## config.mk

```make
export PLATFORM = sky130hd
export DESIGN_NAME = bayer_mosaic_writer
export DESIGN_NICKNAME = d
export VERILOG_FILES = /design/src/rtl/bayer_mosaic_writer_pkg.sv /design/src/rtl/bayer_raster_counter.sv /design/src/rtl/bayer_mosaic_writer.sv
export SDC_FILE = /design/constraint.sdc
export NUM_CORES = 1
export LEC_CHECK = 0
export CAP_MARGIN = 5
export CORE_MARGIN = 2
export CORE_UTILIZATION = 30
export DETAILED_ROUTE_END_ITERATION = 7
export GPL_ROUTABILITY_DRIVEN = 1
export MAX_ROUTING_LAYER = met4
export PLACE_DENSITY_LB_ADDON = 0.12
export SLEW_MARGIN = 30
export SYNTH_ARGS = -nofsm -noshare
export SYNTH_HDL_FRONTEND = slang
export SYNTH_HIERARCHICAL = 1
export SYNTH_SLANG_ARGS = --single-unit
```

## constraint.sdc

```tcl
create_clock -name clk -period 2.7 [get_ports clk]
set_input_delay 0.405 -clock clk [delete_from_list [all_inputs] [get_ports clk]]
set_output_delay 0.405 -clock clk [all_outputs]
set_load 0.02 [all_outputs]
```

## src/rtl/bayer_mosaic_writer_pkg.sv

```systemverilog
// Shared CFA definitions for the Bayer mosaic writer: channel symbols, mosaic layouts,
// controller states and the parity-to-channel lookup.
package bayer_mosaic_writer_pkg;

   typedef enum logic [1:0] {
      SymNone  = 2'b00,
      SymGreen = 2'b01,
      SymRed   = 2'b10,
      SymBlue  = 2'b11
   } bayer_sym_e;

   typedef enum logic [1:0] {
      PatRggb = 2'b00,
      PatGrbg = 2'b01,
      PatGbrg = 2'b10,
      PatBggr = 2'b11
   } cfa_pattern_e;

   typedef enum logic [1:0] {
      StIdle  = 2'b00,
      StRun   = 2'b01,
      StDrain = 2'b10
   } fsm_state_e;

   // Green always sits on one diagonal of the 2x2 tile; the other diagonal holds R and B.
   function automatic bayer_sym_e cfa_channel(input cfa_pattern_e pat,
                                              input logic         row_par,
                                              input logic         col_par);
      bayer_sym_e sym;
      logic       diag;
      diag = row_par ^ col_par;
      sym  = SymGreen;
      case (pat)
         PatRggb: sym = diag ? SymGreen : (row_par ? SymBlue : SymRed);
         PatGrbg: sym = diag ? (row_par ? SymBlue : SymRed) : SymGreen;
         PatGbrg: sym = diag ? (row_par ? SymRed : SymBlue) : SymGreen;
         PatBggr: sym = diag ? SymGreen : (row_par ? SymRed : SymBlue);
         default: sym = SymGreen;
      endcase
      return sym;
   endfunction

endpackage

```

## src/rtl/bayer_raster_counter.sv

```systemverilog
// Raster-order row/column/address counter with wrap at colMax and a last-pixel flag.
module bayer_raster_counter #(
   parameter int unsigned addressBitWidth = 17,
   parameter int unsigned rowBitWidth     = 11,
   parameter int unsigned colBitWidth     = 11
) (
   input  logic                       clk_i,
   input  logic                       rst_ni,
   input  logic                       clear_i,
   input  logic                       enable_i,
   input  logic [rowBitWidth-1:0]     row_max_i,
   input  logic [colBitWidth-1:0]     col_max_i,
   output logic                       row_par_o,
   output logic                       col_par_o,
   output logic [addressBitWidth-1:0] addr_o,
   output logic                       last_o
);

   logic [rowBitWidth-1:0]     row_q, row_d;
   logic [colBitWidth-1:0]     col_q, col_d;
   logic [addressBitWidth-1:0] addr_q, addr_d;

   always_comb begin
      row_d  = row_q;
      col_d  = col_q;
      addr_d = addr_q;
      if (clear_i) begin
         row_d  = '0;
         col_d  = '0;
         addr_d = '0;
      end else if (enable_i) begin
         addr_d = addr_q + 1'b1;
         if (col_q == col_max_i) begin
            col_d = '0;
            row_d = row_q + 1'b1;
         end else begin
            col_d = col_q + 1'b1;
         end
      end
   end

   always_ff @(posedge clk_i) begin
      if (!rst_ni) begin
         row_q  <= '0;
         col_q  <= '0;
         addr_q <= '0;
      end else begin
         row_q  <= row_d;
         col_q  <= col_d;
         addr_q <= addr_d;
      end
   end

   assign row_par_o = row_q[0];
   assign col_par_o = col_q[0];
   assign addr_o    = addr_q;
   assign last_o    = (row_q == row_max_i) && (col_q == col_max_i);

endmodule

```

## src/rtl/bayer_mosaic_writer.sv

```systemverilog
// Converts a raster stream of RGB pixels into single-channel Bayer mosaic memory writes,
// one registered write per accepted pixel with memReady backpressure.
module bayer_mosaic_writer
   import bayer_mosaic_writer_pkg::*;
#(
   parameter int unsigned addressBitWidth = 17,
   parameter int unsigned rowBitWidth     = 11,
   parameter int unsigned colBitWidth     = 11,
   parameter int unsigned dataBitWidth    = 12
) (
   input  logic                       clk,
   input  logic                       rst,
   input  logic                       start,
   input  logic [rowBitWidth-1:0]     rowMax,
   input  logic [colBitWidth-1:0]     colMax,
   input  logic [1:0]                 patternSelect,
   input  logic                       inValid,
   output logic                       inReady,
   input  logic [dataBitWidth-1:0]    greenIn,
   input  logic [dataBitWidth-1:0]    redIn,
   input  logic [dataBitWidth-1:0]    blueIn,
   input  logic                       memReady,
   output logic                       writeEnable,
   output logic [addressBitWidth-1:0] writeAddress,
   output logic [dataBitWidth-1:0]    rawWrite,
   output logic [1:0]                 bayerSymbol,
   output logic                       busy,
   output logic                       done
);

   fsm_state_e                 state_q, state_d;
   logic [rowBitWidth-1:0]     row_max_q;
   logic [colBitWidth-1:0]     col_max_q;
   cfa_pattern_e               pattern_q;
   logic                       we_q, we_d;
   logic [addressBitWidth-1:0] addr_q, addr_d;
   logic [dataBitWidth-1:0]    raw_q, raw_d;
   bayer_sym_e                 sym_q, sym_d;
   logic                       done_q, done_d;

   logic                       cfg_load, cnt_clear, accept, write_acc;
   logic                       row_par, col_par, cnt_last;
   logic [addressBitWidth-1:0] cnt_addr;
   bayer_sym_e                 pix_sym;
   logic [dataBitWidth-1:0]    pix_data;

   bayer_raster_counter #(
      .addressBitWidth (addressBitWidth),
      .rowBitWidth     (rowBitWidth),
      .colBitWidth     (colBitWidth)
   ) u_raster (
      .clk_i     (clk),
      .rst_ni    (rst),
      .clear_i   (cnt_clear),
      .enable_i  (accept),
      .row_max_i (row_max_q),
      .col_max_i (col_max_q),
      .row_par_o (row_par),
      .col_par_o (col_par),
      .addr_o    (cnt_addr),
      .last_o    (cnt_last)
   );

   // A new pixel may enter whenever the output slot is empty or draining this cycle.
   assign inReady   = (state_q == StRun) && (!we_q || memReady);
   assign accept    = inValid && inReady;
   assign write_acc = we_q && memReady;
   assign cfg_load  = (state_q == StIdle) && start;
   assign pix_sym   = cfa_channel(pattern_q, row_par, col_par);

   always_comb begin
      pix_data = greenIn;
      unique case (pix_sym)
         SymRed:  pix_data = redIn;
         SymBlue: pix_data = blueIn;
         default: pix_data = greenIn;
      endcase
   end

   always_comb begin
      state_d   = state_q;
      cnt_clear = 1'b0;
      unique case (state_q)
         StIdle: begin
            if (start) begin
               state_d   = StRun;
               cnt_clear = 1'b1;
            end
         end
         StRun: begin
            if (accept && cnt_last) state_d = StDrain;
         end
         StDrain: begin
            if (write_acc) state_d = StIdle;
         end
         default: state_d = StIdle;
      endcase
   end

   always_comb begin
      we_d   = we_q;
      addr_d = addr_q;
      raw_d  = raw_q;
      sym_d  = sym_q;
      done_d = (state_q == StDrain) && write_acc;
      if (accept) begin
         we_d   = 1'b1;
         addr_d = cnt_addr;
         raw_d  = pix_data;
         sym_d  = pix_sym;
      end else if (write_acc) begin
         we_d = 1'b0;
      end
   end

   always_ff @(posedge clk) begin
      if (!rst) begin
         state_q   <= StIdle;
         row_max_q <= '0;
         col_max_q <= '0;
         pattern_q <= PatRggb;
         we_q      <= 1'b0;
         addr_q    <= '0;
         raw_q     <= '0;
         sym_q     <= SymNone;
         done_q    <= 1'b0;
      end else begin
         state_q <= state_d;
         if (cfg_load) begin
            row_max_q <= rowMax;
            col_max_q <= colMax;
            pattern_q <= cfa_pattern_e'(patternSelect);
         end
         we_q   <= we_d;
         addr_q <= addr_d;
         raw_q  <= raw_d;
         sym_q  <= sym_d;
         done_q <= done_d;
      end
   end

   assign writeEnable  = we_q;
   assign writeAddress = addr_q;
   assign rawWrite     = raw_q;
   assign bayerSymbol  = sym_q;
   assign busy         = (state_q != StIdle);
   assign done         = done_q;

endmodule

```

Yosys cells after proc, flatten, opt, wreduce, memory -nomap -nowiden
Cells that the tools add are included.
{ "classes": {"order_cmp": 0, "div_mod_pow": 0, "eq_ne": 12, "muxes": 17, "reduce_logical": 16, "addsub": 3, "n_mul": 0, "n_shift": 0, "bitwise_logic": 2} }
{ "ops": {"columns": ["cell", "count"], "rows": [
  ["$pmux W12 S2", 1],
  ["$add A11 B1 Y11 const B", 2],
  ["$eq A11 B11 Y1", 2],
  ["$add A17 B1 Y17 const B", 1],
  ["$mux W2", 7],
  ["$mux W11", 1],
  ["$eq A2 B2 Y1 const B", 5],
  ["$pmux W2 S4", 1],
  ["$logic_and A1 B1 Y1", 7],
  ["$mux W1", 6],
  ["$pmux W2 S3", 1],
  ["$eq A2 B1 Y1 const B", 2],
  ["$logic_not A2 Y1", 2],
  ["$ne A2 B2 Y1 const B", 2],
  ["$reduce_bool A2 Y1", 2],
  ["$reduce_and A3 Y1", 1],
  ["$ne A2 B1 Y1 const B", 1],
  ["$reduce_and A2 Y1", 1],
  ["$reduce_or A2 Y1", 1],
  ["$logic_not A1 Y1", 1],
  ["$logic_or A1 B1 Y1", 1],
  ["$not A1 Y1", 1],
  ["$xor A1 B1 Y1", 1]
]} }
{ "word_totals": {"ramBits": 0, "word_cells": 62, "in_bits": 65, "output_inout_bits": 35, "mem_count": 0, "latch_bits": 0, "mem_bits_ro": 0, "register_bits": 98} }

Longest topological paths before layout
{ "depth": {"ltp_word": 7, "ltp_mapped": 10, "depth_no_buf": 8} }

Cells and area by module
The synthesis kept the hierarchy.
{ "modules_own_cells": {"columns": ["module", "instances", "cells_each", "seq_area_each_um2", "area_each_um2"], "rows": [
  ["bayer_mosaic_writer", 1, 309, 1181.1, 2497.4],
  ["bayer_raster_counter", 1, 227, 780.7, 1948.1]
]} }

Least setup slack after synthesis
OpenSTA, ideal clock, no wires.
{ "synth_timing": {"path_type": "input port to flip-flop", "startpoint": "input port inValid", "endpoint": "register u_raster.addr_q[11], in the netlist u_raster/addr_o[11]", "path_buffers": 2, "setup_ps": 128, "arrival_ps": 2068, "stages": 10, "t_required_ps": 2572, "slack_ps": 505, "cell_sequence": "and3b_1 nand2_1 inv_2 clkbuf_1 buf_2 nand4_1 nor3_1 nand3_1 xor2_1 nor2_1"} }
{ "synth_between": {"elab_chain_cells": 1} }
{ "synth_lines": {"columns": ["element", "line_no", "source"], "rows": [
  ["from (decl)", "bayer_mosaic_writer.sv:17", "input logic inValid,"],
  ["$logic_and A1 B1 Y1", "bayer_mosaic_writer.sv:66", "assign accept = inValid && inReady;"],
  ["via accept", "bayer_mosaic_writer.sv:41", "logic cfg_load, cnt_clear, accept, write_acc;"],
  ["to (signal assigned)", "bayer_raster_counter.sv:50", "addr_q <= addr_d;"],
  ["to (decl)", "bayer_raster_counter.sv:21", "logic [addressBitWidth-1:0] addr_q, addr_d;"]
]} }
The timed path passes the listed nets, and every way through them passes these cells.
A chain may end at the register's enable or synchronous reset.

Worst setup path after layout
{ "layout_timing": {"startpoint": "register u_raster.col_q[0]", "endpoint": "register state_q[1]"} }
{ "layout_between": {"elab_chain_cells": 5} }
{ "layout_lines": {"columns": ["element", "line_no", "source"], "rows": [
  ["from (decl)", "bayer_raster_counter.sv:20", "logic [colBitWidth-1:0] col_q, col_d;"],
  ["from (signal assigned)", "bayer_raster_counter.sv:49", "col_q <= col_d;"],
  ["$eq A11 B11 Y1", "bayer_raster_counter.sv:57", "assign last_o = (row_q == row_max_i) && (col_q == col_max_i);"],
  ["$logic_and A1 B1 Y1", "bayer_raster_counter.sv:57", null],
  ["via cnt_last", "bayer_mosaic_writer.sv:42", "logic row_par, col_par, cnt_last;"],
  ["$logic_and A1 B1 Y1", "bayer_mosaic_writer.sv:91", "if (accept && cnt_last) state_d = StDrain;"],
  ["$ne A2 B1 Y1 (no source line)", null, null],
  ["$reduce_and A3 Y1 (no source line)", null, null],
  ["to (signal assigned)", "bayer_mosaic_writer.sv:118", "state_q <= StIdle;"],
  ["to (signal assigned)", "bayer_mosaic_writer.sv:128", "state_q <= state_d;"],
  ["to (decl)", "bayer_mosaic_writer.sv:31", "fsm_state_e state_q, state_d;"]
]} }
The timed path passes the listed nets, and every way through them passes these cells.

==> summary by stage <==
Synthesis
In this run the biggest area consumer among cell types represents 44.1% of the synthesized area. When the netlist entered floorplanning its net count stood at 608. Counting instances in the post-synthesis netlist gives the leading cell types as sky130_fd_sc_hd__nand2_1, sky130_fd_sc_hd__dfxtp_1, sky130_fd_sc_hd__nor2_1. For this run, the number of Yosys warnings is 6. The fraction of registers with async set or reset after synthesis is 0%. The most common cell in the synthesized netlist is sky130_fd_sc_hd__nand2_1. The biggest area contributor in the post-synthesis netlist is sky130_fd_sc_hd__dfxtp_1.

Among all flip-flop cells after synthesis, the most frequent one is sky130_fd_sc_hd__dfxtp_1. The synthesized area per cell is 8.29 um^2. The number of flops mapped to enable cells by yosys is 0. In this run, distinct cell masters in the synthesized netlist total 36. Sequential elements use 44.1% of the synthesized area. The post-synthesis sequential element count is 98. After technology mapping, the gate count stands at 536. The total standard cell area after synthesis is 4450 um^2. By area the synthesized netlist is led by sky130_fd_sc_hd__dfxtp_1, sky130_fd_sc_hd__nand2_1, sky130_fd_sc_hd__a21oi_1.

Clocking
The CTS root buffer is sky130_fd_sc_hd__clkbuf_16. Clock tree synthesis inserted a total of 9 buffers. The number of hold buffers added after CTS is 0. In this run, post-CTS repair resized a total of 0 instances. After clock tree synthesis, the clock-pin slew on the worst setup and hold paths is 70 ps. Clock tree synthesis found a total of 98 sinks. The clock reaches the later pin of the worst-skew pair after 350 ps. The number of buffers on the longest clock path is 2.

In this run the number of H-tree levels came out at 3. The number of buffers inserted by post-CTS setup repair is 0. The CTS tree is yes.

STA
Of the available clock period, the critical path in the final layout requires 84.9%. On the final layout, the worst clock skew is 8.97 ps. The total negative slack for setup checks is 0 ps. The max-slew headroom at the worst pin is 52.9%. Setup violations remaining at the end of the flow were counted as 0. The max-slew violation count came to 0. Setup repair after global routing left no endpoint under its margin.

The fmax is 0.436 GHz. The number of hold-slack violations in the final timing report is 0. The smallest clock period supported by the final layout is computed as 2290 ps. For the pin with the worst max-slew slack, the measured transition is 703 ps.

Floorplanning
The overall die width is 126 um. The die covers 15800 um^2. The die is 126 um tall. The initial core utilization is 30.7%.

The floorplan step defined a core boundary enclosing 14500 um^2. 100 I/O pins were placed. The count of standard-cell rows is 44.

Finish
The share of layout cells above drive strength 1 is 8.28%. Fill cells in the final layout number 1462. The final layout contains 707 nets. The antenna cell count is 0. The layout overhead on the synthesized area is 34.2%.

Global route
Entering global routing, the biggest net connects 25 pins. The number of antenna violations at the first check in global routing was 0. The via count of the first global-routing pass was 3885. The first global-routing pass estimated 19000 um of wire. Across every metal layer, demand over resource in global routing totals 15.2%. The total grt overflow is 0.

Critical path
STA puts the critical path data arrival time at 2580 ps. Walking the worst path, the cells encountered are buf_4, xor2_1, nor4_2, nand3_1, nor4_1, buf_4, nand2_1, a21oi_1, o21a_1. The largest single stage delay on the critical path is 440 ps.

The largest driver fanout on the critical path is 7. The cell type of the slowest stage on the worst timing path is sky130_fd_sc_hd__nor4_1. The critical path's most frequent cell is sky130_fd_sc_hd__buf_4.

By startpoint and endpoint, the worst setup path is classified as reg2reg. STA classifies the critical path endpoint as a flop. The critical path startpoint category is a flop. The cell type group with the largest total delay on the critical path is simple AND/OR/NAND/NOR gates. The sum of buffers and inverters on the critical path is 2.

The required time of the critical path is 2990 ps.

Detailed routing
In this run the remaining antenna-violating nets after routing total 0. The routed metal-1 wirelength is 5920 um. For this block, the initial DRC count from the detailed router was 257. For this run, the detailed router's first-pass iteration total came to 4. The uppermost signal routing layer after detailed routing is met4. The total met2 wirelength after detailed routing is 4670 um. The final layout contains routed wiring with a total length of 11400 um.

The met3 layer wire length in the routed design is 533 um. After detailed routing, the number of remaining DRC violations is 0. The average via count per standard cell is 4.74.

The via count of the routed design is 3903. Dividing the detail-routed wire length by the instance count gives 13.9 um.

Power
In this run the static leakage power is 2.14 nW. The largest voltage drop on the vdd net is 0.000268 V. Power spread over the standard cell area amounts to 555 nW/um^2. The final total power is 3.31 mW.

Place
At the end of routability-driven placement, the weighted congestion stood at 0.823. The number of port buffers is 99. Detailed placement finished with a half-perimeter wire length of 8260 um.

Job
The count of max-cap constraint violations is 0.

Outcome
The run finished with clean final reports.

Min path
The path type of the worst min-delay path is reg2reg.
==> worst reg2reg max path, delay by kind of cell, from the launching register on <==
kind                      cells  cell delay (ps)
and+or+nand+nor               4             1150
DFF                           1              310
buffers and inverters         2              370
xor gates and xnor gates      1              170
AOI/OAI and AO/OA             2              250
==> stage by stage <==
stage               hold WS (ps)  cell area (um^2)  instances  setup slack, ps  utilization [%]
detailed placement           439              5670        808              219             39.1
floorplan                    444              4450        536              505                -
global route                 469              5970        824              112             41.2
finish                       456              5970        824              409             41.2
CTS                          454              5970        824              398             41.2
global placement             430              5660        808              286             39.1
==> routing by layer <==
layer / track usage [%] / vias to the layer above
li1: - / 2006
met1: 20.6 / 1787
met2: 22.0 / 95
met3: 2.72 / 15
met4: 6.98 / 0
met5: - / -
==> state kept, by name, indices dropped and copies added (netlist names), 2 cells and up <==
name,cells
rawWrite,12
col_max_q,11
pattern_q,2
u_raster/row_q,11
state_q,2
row_max_q,11
u_raster/col_q,11
u_raster/addr_o,17
bayerSymbol,2
writeAddress,17
==> path summary, 6_finish.rpt <==
kind	start	endpoint	slack, ps	depth (start not counted)
max	u_raster/col_q[0]	state_q[1]	410	9
min	writeAddress[9]	writeAddress[9]	460	2
max reg2reg	u_raster/col_q[0]	state_q[1]	410	9
min reg2reg	writeAddress[9]	writeAddress[9]	460	2
==> cells by family (layout without fill, tap and decap cells) <==
logic type      Yosys count  count (layout)  share of synthesized area (%)
xor+xnor                 47              47                           9.26
simple gates            258             258                           27.9
buf+inv                  38             142                           3.86
mux                       3               3                           1.24
compound gates           85              85                           11.6
fa+ha+maj                 7               7                           1.97
flops                    98              98                           44.1
==> layout by cell type, fill, tap and decap left out, types with 4 or more instances in the layout <==
cell type	instances
sky130_fd_sc_hd__nand2_1	112
sky130_fd_sc_hd__buf_4	17
sky130_fd_sc_hd__nor3_1	4
sky130_fd_sc_hd__nor2_4	10
sky130_fd_sc_hd__nand3_1	19
sky130_fd_sc_hd__dfxtp_1	98
sky130_fd_sc_hd__a21oi_1	58
sky130_fd_sc_hd__inv_1	7
sky130_fd_sc_hd__nand4_1	12
sky130_fd_sc_hd__or4_1	4
sky130_fd_sc_hd__ha_1	7
sky130_fd_sc_hd__xor2_1	31
sky130_fd_sc_hd__nor2_1	59
sky130_fd_sc_hd__xnor2_1	15
sky130_fd_sc_hd__o31ai_1	4
sky130_fd_sc_hd__and3_1	7
sky130_fd_sc_hd__clkbuf_16	9
sky130_fd_sc_hd__o21ai_0	7
sky130_fd_sc_hd__o41ai_1	9
sky130_fd_sc_hd__nand2b_1	11
sky130_fd_sc_hd__or3_1	6
sky130_fd_sc_hd__clkdlybuf4s50_1	99
==> where the power goes <==
part | internal (mW) | switching (mW)
Clock | 0.745 | 0.547
Sequential | 1.49 | 0.0317
Combinational | 0.229 | 0.268
Total | 2.46 | 0.846
==> final cells by class <==
| type | count | area [um^2] | area share (%) |
|---|---|---|---|
| multi-input cells | 400 | 2320 | 38.9 |
| flip-flops and latches | 98 | 1960 | 32.9 |
| clock inverters | 4 | 51.3 | 0.860 |
| inverters | 10 | 37.5 | 0.629 |
| repair buffers | 116 | 1120 | 18.7 |
| clock buffers | 12 | 246 | 4.13 |
| well taps | 184 | 230 | 3.86 |
Note: power is estimated with default switching activity, not from simulation.
